--- src/rtl/conv_sequencer.sv ---
// Control sequencer for the DxD PE mesh: per output tile it clears accumulators, walks a KxK
// kernel window over the kernel/neuron buffers, drains the partial sums and flags the tile.
module conv_sequencer #(
  parameter int unsigned depth = 2,
  parameter int unsigned D     = 1 << depth,
  parameter int unsigned A     = 7
) (
  input  logic                 CLK,
  input  logic                 RST_N,
  input  logic                 start,
  output logic                 ready,
  input  logic                 abort,
  input  logic [2:0]           cfgK,
  input  logic [A-1:0]         cfgStride,
  input  logic [A-1:0]         cfgTiles,
  input  logic [D-1:0]         cfgRows,
  output logic [A-1:0]         kAddr,
  output logic [A-1:0]         nAddr,
  output logic                 rdEn,
  output logic [D*8-1:0]       columnControl,
  output logic [D-1:0]         rowControl,
  output logic [3*depth+2*A:0] commonControl,
  output logic                 outValid,
  output logic                 done
);

  typedef enum logic [2:0] {StIdle, StLoad, StClear, StMac, StWait, StDrain, StFin} state_e;

  localparam logic [depth-1:0] DLast = {depth{1'b1}};

  state_e           state_q;
  logic [2:0]       km1_q, kr_q, kc_q;
  logic [A-1:0]     stride_q, tiles_q, tile_q, tile_base_q, row_base_q;
  logic [D-1:0]     rows_q, sum_q;
  logic [depth-1:0] d_q;
  logic             mac_en_q, clear_q, acc_en_q;
  logic [A-1:0]     tile_inc;

  assign ready    = (state_q == StIdle);
  assign tile_inc = tile_q + 1'b1;

  assign commonControl = {acc_en_q, {(A-3){1'b0}}, kr_q, {(A-3){1'b0}}, kc_q,
                          tile_q[3*depth-1:0]};

  always_comb begin
    columnControl = '0;
    for (int c = 0; c < D; c++) begin
      columnControl[8*c +: 3] = {sum_q[c], clear_q, mac_en_q};
    end
  end

  always_ff @(posedge CLK or negedge RST_N) begin
    if (!RST_N) begin
      state_q     <= StIdle;
      km1_q       <= '0;
      stride_q    <= '0;
      tiles_q     <= '0;
      rows_q      <= '0;
      kr_q        <= '0;
      kc_q        <= '0;
      tile_q      <= '0;
      tile_base_q <= '0;
      row_base_q  <= '0;
      d_q         <= '0;
      sum_q       <= '0;
      mac_en_q    <= 1'b0;
      clear_q     <= 1'b0;
      acc_en_q    <= 1'b0;
      kAddr       <= '0;
      nAddr       <= '0;
      rdEn        <= 1'b0;
      rowControl  <= '0;
      outValid    <= 1'b0;
      done        <= 1'b0;
    end else if (abort) begin
      // Abort silences every control line at once, including the delayed macEn/outValid.
      state_q     <= StIdle;
      kr_q        <= '0;
      kc_q        <= '0;
      tile_q      <= '0;
      tile_base_q <= '0;
      row_base_q  <= '0;
      d_q         <= '0;
      sum_q       <= '0;
      mac_en_q    <= 1'b0;
      clear_q     <= 1'b0;
      acc_en_q    <= 1'b0;
      kAddr       <= '0;
      nAddr       <= '0;
      rdEn        <= 1'b0;
      rowControl  <= '0;
      outValid    <= 1'b0;
      done        <= 1'b0;
    end else begin
      done     <= 1'b0;
      clear_q  <= 1'b0;
      mac_en_q <= rdEn;
      outValid <= sum_q[D-1];
      unique case (state_q)
        StIdle: begin
          if (start) begin
            km1_q    <= (cfgK == 3'd0) ? 3'd0 : cfgK - 3'd1;
            stride_q <= cfgStride;
            tiles_q  <= cfgTiles;
            rows_q   <= cfgRows;
            state_q  <= StLoad;
          end
        end
        StLoad: begin
          tile_q      <= '0;
          tile_base_q <= '0;
          if (tiles_q == '0) begin
            state_q <= StFin;
            done    <= 1'b1;
          end else begin
            state_q    <= StClear;
            clear_q    <= 1'b1;
            kr_q       <= '0;
            kc_q       <= '0;
            rowControl <= rows_q;
          end
        end
        StClear: begin
          state_q    <= StMac;
          rdEn       <= 1'b1;
          acc_en_q   <= 1'b1;
          kAddr      <= '0;
          nAddr      <= tile_base_q;
          row_base_q <= tile_base_q;
        end
        StMac: begin
          if (kc_q == km1_q) begin
            if (kr_q == km1_q) begin
              state_q <= StWait;
              rdEn    <= 1'b0;
            end else begin
              // Next kernel row: neuron address jumps to the start of the next buffer row.
              kc_q       <= '0;
              kr_q       <= kr_q + 3'd1;
              kAddr      <= kAddr + 1'b1;
              row_base_q <= row_base_q + stride_q;
              nAddr      <= row_base_q + stride_q;
            end
          end else begin
            kc_q  <= kc_q + 3'd1;
            kAddr <= kAddr + 1'b1;
            nAddr <= nAddr + 1'b1;
          end
        end
        StWait: begin
          state_q  <= StDrain;
          acc_en_q <= 1'b0;
          d_q      <= '0;
          sum_q    <= {{(D-1){1'b0}}, 1'b1};
        end
        StDrain: begin
          if (d_q == DLast) begin
            sum_q       <= '0;
            tile_q      <= tile_inc;
            tile_base_q <= tile_base_q + 1'b1;
            if (tile_inc < tiles_q) begin
              state_q <= StClear;
              clear_q <= 1'b1;
              kr_q    <= '0;
              kc_q    <= '0;
            end else begin
              state_q    <= StFin;
              done       <= 1'b1;
              rowControl <= '0;
            end
          end else begin
            d_q   <= d_q + 1'b1;
            sum_q <= sum_q << 1;
          end
        end
        StFin: state_q <= StIdle;
        default: state_q <= StIdle;
      endcase
    end
  end

endmodule
--- config.mk ---
export PLATFORM = sky130hd
export DESIGN_NAME = conv_sequencer
export DESIGN_NICKNAME = d
export VERILOG_FILES = /design/src/rtl/conv_sequencer.sv
export SDC_FILE = /design/constraint.sdc
export NUM_CORES = 1
export LEC_CHECK = 0
export BUFFER_PORTS_ARGS = -buffer_cell sky130_fd_sc_hd__buf_2
export CORE_MARGIN = 2
export CORE_UTILIZATION = 35
export DETAILED_ROUTE_END_ITERATION = 8
export GPL_TIMING_DRIVEN = 0
export MAX_ROUTING_LAYER = met4
export PLACE_DENSITY_LB_ADDON = 0.15
export SLEW_MARGIN = 0
export SYNTH_ARGS = -nofsm -noshare
export SYNTH_HDL_FRONTEND = slang
export SYNTH_SLANG_ARGS = --single-unit
--- constraint.sdc ---
create_clock -name CLK -period 6 [get_ports CLK]
set_input_delay 0 -clock CLK [delete_from_list [all_inputs] [get_ports CLK]]
set_output_delay 0 -clock CLK [all_outputs]
set_load 0.05 [all_outputs]
Word level (Yosys, flattened, before mapping)
Index checks and enable logic that the tools add are counted.
Storage, ports and cells
  flip-flop bits (word level): 81
  input port bits: 25
  output and inout bits: 75
  logic and storage cells: 134
Cells by class
  $add $sub $neg: 9
  order comparisons: 1
  equal/unequal tests: 18
  mux-type cells: 66
  bitwise logic cells: 1
  reductions and logical operators: 18
Operator list (count)
  2-to-1 mux 7 bit: 12
  one-hot mux 7 bit (2 select lines): 5
  2-to-1 mux 3 bit: 17
  adder 7 x 1 -> 7 bit, second input constant: 4
  2-to-1 mux 4 bit: 6
  inequality test 3 bit, second input constant: 8
  one-hot mux 3 bit (3 select lines): 2
  one-hot mux 3 bit (6 select lines): 1
  one-hot mux 4 bit (2 select lines): 2
  2-to-1 mux 1 bit: 14
  nonzero test 3 bit: 4
  AND reduction 3 bit: 3
  one-hot mux 1 bit (2 select lines): 4
  AND reduction 4 bit: 2
  adder 7 bit: 1
  logical NOT 7 bit: 1
  < comparator 7 bit: 1
  adder 3 x 1 -> 3 bit, second input constant: 2
  == test 3 x 2 -> 1 bit, second input constant: 2
  == test 3 bit: 2
  == test 3 bit, second input constant: 2
  logical NOT 3 bit: 2
  AND reduction 2 bit: 3
  AND reduction 6 bit: 1
  other kinds (11): 12

Logic depth before layout (Yosys ltp)
  word-level depth: 6
  mapped depth: 10
  gate-level depth less buffers: 10

Worst setup path after synthesis
Ideal clock, no wire load.
  kind: register to register
  start point: register state_q[0]
  end point: register rows_q[2]
  library setup time: 128 ps
  data arrival time: 2528 ps
  data required time: 5872 ps
  setup slack: 3345 ps
  cell stages (with the launch flop): 6
  buffers on the path: 2
  clock period less this slack: 2655 ps
  path through: dfrtp_1 > buf_2 > nor3_1 > nand3_1 > buf_2 > mux2_1
Between the ends
  longest elaborated chain between the ends: 2
Ends and longest elaborated chain
  from (decl): RTL line 31  | state_e state_q;
  from (signal assigned): RTL line 54  | state_q <= StIdle;
  from (signal assigned): RTL line 77  | state_q <= StIdle;
  from (signal assigned): RTL line 106  | state_q <= StLoad;
  logical NOT 3 bit
  via ready: RTL line 11  | output logic ready,
  AND reduction 3 bit (no source line)
  to (signal assigned): RTL line 105  | rows_q <= cfgRows;
  to (decl): RTL line 34  | logic [D-1:0] rows_q, sum_q;
The timed path passes the listed nets, and every way through them passes these cells.
A chain may end at the register's enable or synchronous reset.

Final worst setup path
  start point: register tile_q[0]
  end point: register done
Between the ends
  longest elaborated chain between the ends: 6
Ends and longest elaborated chain
  from (decl): RTL line 33  | logic [A-1:0] stride_q, tiles_q, tile_q, tile_base_q, row_base_q;
  from (signal assigned): RTL line 159  | tile_q <= tile_inc;
  adder 7 x 1 -> 7 bit: RTL line 40  | assign tile_inc = tile_q + 1'b1;
  < comparator 7 bit: RTL line 161  | if (tile_inc < tiles_q) begin
  2-to-1 mux 1 bit: RTL line 161
  2-to-1 mux 1 bit: RTL line 157  | if (d_q == DLast) begin
  one-hot mux 1 bit (2 select lines): RTL line 99  | unique case (state_q)
  2-to-1 mux 1 bit: RTL line 75  | end else if (abort) begin
  to (signal assigned): RTL line 74  | done <= 1'b0;
  to (signal assigned): RTL line 95  | done <= 1'b0;
  to (signal assigned): RTL line 168  | done <= 1'b1;
  to (decl): RTL line 24  | output logic done
No other way between the ends.

==> results by stage <==
Setup path:
- In this design, the stage delay of the slowest critical-path cell is 0.47 ns.
- STA classifies the critical path endpoint as a flip-flop.
- The critical register-to-register path endpoint is done.
- The worst-case register-to-register setup slack is 3.17 ns.
- Among all stages on the critical path, the largest delay is contributed by sky130_fd_sc_hd__dfrtp_1.
- Data on the critical path is required at its endpoint by approximately 6.2 ns.
- Of all nets on the critical path, the largest fanout is 7.
- The worst setup path is launched from a flip-flop.
- Walking the worst path, the cells encountered are ha_1 > nand2_1 > nor2_1 > xor2_1 > ha_1 > and2_1 > a221o_1 > a41oi_1 > o21ai_0 > and2_1.
- The startpoint identified for the worst register-to-register timing path is tile_q[0].
- The data arrival at the endpoint of the critical path is between 3 and 4 ns.
- The type of the setup path with the least slack is flip-flop to flip-flop.
- The cell count of the worst reg-to-reg path is 10.

Final layout:
- The area growth from synthesis to layout is 24.5%.
- At the end of the flow, the number of nets in the layout was roughly 700.
- The repair_antennas step left the layout with diodes totalling 0.
- The share of post-route cells with drive strength above 1 is 26.4%.
- After filler insertion, the fill cell instance count of the layout stands at 1,381.

Floorplanning:
- The number of placed I/O pins is 100.
- The die span in y is 123 um.
- In this run the core area contains 43 standard-cell rows.
- The area of the core is 13,900 um2.
- The floorplan step set the die width to 123 um.
- The initial standard-cell utilization of the core is about 36%.
- The die covers 15,200 um2.

Outcome:
- The run finished with clean final reports.

STA:
- Measured against its own limit, the worst slew margin works out to approximately 58%.
- The clock arrives with around 0.0067 ns of skew.
- Setup repair after global routing left no endpoint under its margin.
- The hold violation count in the final report is 0.
- Setup violations remaining at the end of the flow were counted as 0.
- For the finished layout, the period the worst path requires is 2.83 ns.
- The count of pins over their slew limit came to 0.
- The transition time at the pin with the least slew margin is between 0.6 and 0.7 ns.
- After routing, the total negative slack on setup checks comes to 0 ns.
- The ratio of final minimum period to clock period is 47.2%.
- Static timing analysis puts the maximum clock frequency at about 350 MHz.

Global routing:
- The number of antenna violations at the first check in global routing is 0.
- The total congestion overflow after global routing is 0.
- For this run, the total global-route usage over all layers was measured as 18.0%.
- Entering global routing, the biggest net connects 42 pins.
- The first global-routing pass estimated 20.5 mm of wire.
- The number of global-route vias before repair was 4,020.

Clock network:
- For the worst-skew pair, the clock arrives at the later sink with an insertion delay of 0.34 ns.
- TritonCTS built the clock tree.
- The number of clock buffers added by TritonCTS is 9.
- The cell at the root of the clock tree is sky130_fd_sc_hd__clkbuf_16.
- For this design, the sink count on the clock tree is 81.
- After clock tree synthesis, the clock-pin slew on the worst setup and hold paths is approximately 0.06 ns.
- The buffer levels on the longest clock path is 2.
- The depth of the CTS H-tree is 3.

Drt:
- The count of nets left with antenna violations after detail routing is 0.
- The total detailed-routing wirelength is about 13 mm.
- Before antenna repair, the detailed router went through 4 iterations.
- In the routed design, unresolved DRC markers number 0.
- The iteration-0 DRC count of the detailed router is 264.
- The mean number of vias per cell is 5.04.
- The routed length per placed instance is 15.1 um.
- The total vias in the final route is 4,208.

Synth:
- Counting flops with a built-in enable in the synthesized netlist gives 0.
- In this run, synthesis produced a sequential element count of 81.
- In this run the cell area of the synthesized design comes to 5000 um2.
- The main flop type after synthesis is sky130_fd_sc_hd__dfrtp_1.
- Averaged over all synthesized cells, the footprint is 9.61 um2.
- The number of warnings issued by yosys is 0.
- The synthesized instance count is 520.
- The share of the yosys chip area belonging to registers is between 40% and 50%.
- In this run, distinct cell masters in the synthesized netlist total slightly above 70.
- The fraction of registers with async set/reset is between 90% and 100%.

Power:
- The total design power is 2.47 mW.
- The peak ir drop on the vdd network is 0.384 mV.
- The leakage power is about 3 nW.
- The total power divided by cell area is 397 nW/um2.

Placement:
- In this run the tool buffered the top-level ports with 71 buffer cells.
- After legalization and detailed placement, the total HPWL measured ~9.5 mm.
- The placer congestion estimate is 0.926.

Worst hold path:
- The worst hold path startpoint is cfgK[1].
- The type of the most critical hold path is input port to flip-flop.
- The worst hold path was traced through 4 stages.
- The path with the worst hold slack has its endpoint at km1_q[1].

Run:
- Across the run, the number of max-cap violations was 0.
[layer usage]
layer	wire (um)	track usage, %	up-vias	part of all wire [%]
li1	-	-	2063	-
met1	6080	24.0	2021	48
met2	5760	26.8	107	46
met3	502	3.69	17	4.0
met4	246	7.74	0	2.0
met5	0	-	-	0
[cell usage in the layout (no fill, tap or decap), types with 3 or more instances in the layout]
master,synthesis,routed
sky130_fd_sc_hd__a21o_1,5,5
sky130_fd_sc_hd__o32ai_1,3,3
sky130_fd_sc_hd__a21oi_1,22,22
sky130_fd_sc_hd__a211oi_1,3,3
sky130_fd_sc_hd__o221ai_1,3,3
sky130_fd_sc_hd__mux2_2,15,15
sky130_fd_sc_hd__nor3_1,8,8
sky130_fd_sc_hd__ha_1,21,21
sky130_fd_sc_hd__mux2i_1,5,5
sky130_fd_sc_hd__a31oi_1,7,7
sky130_fd_sc_hd__dlygate4sd3_1,0,21
sky130_fd_sc_hd__nand2b_1,3,3
sky130_fd_sc_hd__conb_1,1,28
sky130_fd_sc_hd__buf_2,9,79
sky130_fd_sc_hd__clkbuf_16,0,9
sky130_fd_sc_hd__o21a_1,4,4
sky130_fd_sc_hd__dfrtp_1,81,81
sky130_fd_sc_hd__xnor2_1,18,18
sky130_fd_sc_hd__nor2b_1,9,9
sky130_fd_sc_hd__clkbuf_1,6,8
sky130_fd_sc_hd__inv_1,17,17
sky130_fd_sc_hd__o21ai_0,36,36
sky130_fd_sc_hd__a22o_1,15,15
sky130_fd_sc_hd__buf_4,46,47
sky130_fd_sc_hd__nand2_1,47,47
sky130_fd_sc_hd__buf_6,3,3
sky130_fd_sc_hd__mux2_1,4,4
sky130_fd_sc_hd__o31ai_1,8,8
sky130_fd_sc_hd__nor2_1,33,33
sky130_fd_sc_hd__xor2_1,5,5
sky130_fd_sc_hd__nand4_1,3,3
sky130_fd_sc_hd__and2_1,6,6
sky130_fd_sc_hd__nand3_1,20,20
[critical path, delay by kind of cell, from the launching register on]
family | cells | cell delay, ns
simple gates | 4 | 0.56
flops | 1 | 0.47
fa+ha+maj | 2 | 0.58
compound gates | 3 | 0.90
xor+xnor | 1 | 0.20
[metrics by stage]
step	cell area (um2)	util, %	cells	hold slack (ns)	worst slack (ns)
after floorplan	5100	-	547	-0.296	3.34
after global placement	5680	40.8	798	0.206	3.14
after detailed placement	5700	40.9	799	0.0215	3.17
after CTS	6220	44.7	835	0.0401	3.13
after global routing	6220	44.7	835	0.0814	2.87
final	6220	44.7	835	0.0531	3.17
[cells by family (layout without fill, tap and decap cells)]
kind of cell    after synthesis  in the layout  synth area share (%)
flops                        81             81                  40.6
buf+inv                      81            189                  10.2
simple gates                151            151                  14.9
fa+ha+maj                    22             22                  5.66
compound gates              137            137                  19.3
other cells                   1             28                0.0750
mux                          24             24                  5.28
xor+xnor                     23             23                  4.03
[layout make-up]
| cell class | instances | area [um2] | share of cell area (%) |
|---|---|---|---|
| buffer | 64 | 447 | 7.18 |
| clock buffer | 12 | 246 | 3.96 |
| clock inverter | 3 | 65.1 | 1.05 |
| inverter | 17 | 63.8 | 1.03 |
| multi-input combinational | 385 | 2560 | 41.2 |
| sequential | 81 | 2030 | 32.6 |
| tap | 180 | 225 | 3.62 |
| timing repair buffer | 93 | 588 | 9.45 |
[registers in the layout, indices dropped and copies added (netlist names)]
name,cells
mac_en_q,1
rowControl,4
clear_q,1
outValid,1
nAddr,7
d_q,2
stride_q,7
rdEn,1
sum_q,4
done,1
row_base_q,7
tile_base_q,7
km1_q,3
acc_en_q,1
rows_q,4
kr_q,3
kc_q,3
state_q,3
tiles_q,7
kAddr,7
tile_q,7
[Yosys cell counts, types with 2 or more instances]
master / count / area, um2
sky130_fd_sc_hd__clkbuf_1: 6 / 22.5
sky130_fd_sc_hd__a21oi_2: 2 / 17.5
sky130_fd_sc_hd__a211oi_1: 3 / 22.5
sky130_fd_sc_hd__mux2i_1: 5 / 50.1
sky130_fd_sc_hd__nand3_1: 20 / 100
sky130_fd_sc_hd__a2111oi_0: 2 / 17.5
sky130_fd_sc_hd__a22o_1: 15 / 131
sky130_fd_sc_hd__o22ai_1: 2 / 12.5
sky130_fd_sc_hd__xor2_1: 5 / 43.8
sky130_fd_sc_hd__a21oi_1: 22 / 110
sky130_fd_sc_hd__nor3_1: 8 / 40.0
sky130_fd_sc_hd__o32ai_1: 3 / 26.3
sky130_fd_sc_hd__inv_1: 17 / 63.8
sky130_fd_sc_hd__and2_1: 6 / 37.5
sky130_fd_sc_hd__mux2_2: 15 / 169
sky130_fd_sc_hd__xnor2_1: 18 / 158
sky130_fd_sc_hd__o21a_1: 4 / 30.0
sky130_fd_sc_hd__ha_1: 21 / 263
sky130_fd_sc_hd__nand4_1: 3 / 18.8
sky130_fd_sc_hd__nand3b_1: 2 / 15.0
sky130_fd_sc_hd__nand2b_1: 3 / 18.8
sky130_fd_sc_hd__o221ai_1: 3 / 26.3
sky130_fd_sc_hd__a221o_1: 2 / 20.0
sky130_fd_sc_hd__o211ai_1: 2 / 15.0
sky130_fd_sc_hd__buf_6: 3 / 33.8
sky130_fd_sc_hd__o21ai_0: 36 / 180
sky130_fd_sc_hd__buf_2: 9 / 45.0
sky130_fd_sc_hd__o41ai_1: 2 / 17.5
sky130_fd_sc_hd__o31ai_1: 8 / 60.1
sky130_fd_sc_hd__mux2_1: 4 / 45.0
sky130_fd_sc_hd__a21o_1: 5 / 37.5
sky130_fd_sc_hd__dfrtp_1: 81 / 2030
sky130_fd_sc_hd__or2_2: 2 / 12.5
sky130_fd_sc_hd__a211oi_2: 2 / 25.0
sky130_fd_sc_hd__nor2b_1: 9 / 56.3
sky130_fd_sc_hd__a211o_1: 2 / 17.5
sky130_fd_sc_hd__or3_1: 2 / 12.5
sky130_fd_sc_hd__a41o_1: 2 / 20.0
sky130_fd_sc_hd__buf_4: 46 / 345
sky130_fd_sc_hd__nand2_1: 47 / 176
sky130_fd_sc_hd__nor2_1: 33 / 124
sky130_fd_sc_hd__and3_1: 2 / 12.5
sky130_fd_sc_hd__a31oi_1: 7 / 43.8
sky130_fd_sc_hd__or4_1: 2 / 15.0
[repair_timing]
item                                    CTS  global route
endpoints found under the setup margin    0             0
resized for setup                         0             0
buffers inserted                          0             0
hold buffers                             21             0
hold endpoints to repair                 60             0
[power breakdown]
| group | switching [mW] | leakage (nW) | internal (mW) |
|---|---|---|---|
| logic | 0.712 | 1.78 | 0.404 |
| clock network | 0.211 | 0.153 | 0.373 |
| registers | 0.103 | 1.08 | 0.665 |
[how the worst max path moves through the flow]
stage / start / endpoint / cells past startpoint
final: tile_q[0] / done / 10
after global routing: tile_q[0] / rowControl[3] / 10
after CTS: tile_q[0] / done / 10
after detailed placement: tile_q[0] / done / 10
after global placement: tile_q[0] / done / 10
after floorplan: state_q[0] / rows_q[2] / 5
Note: power is estimated with default switching activity, not from simulation.
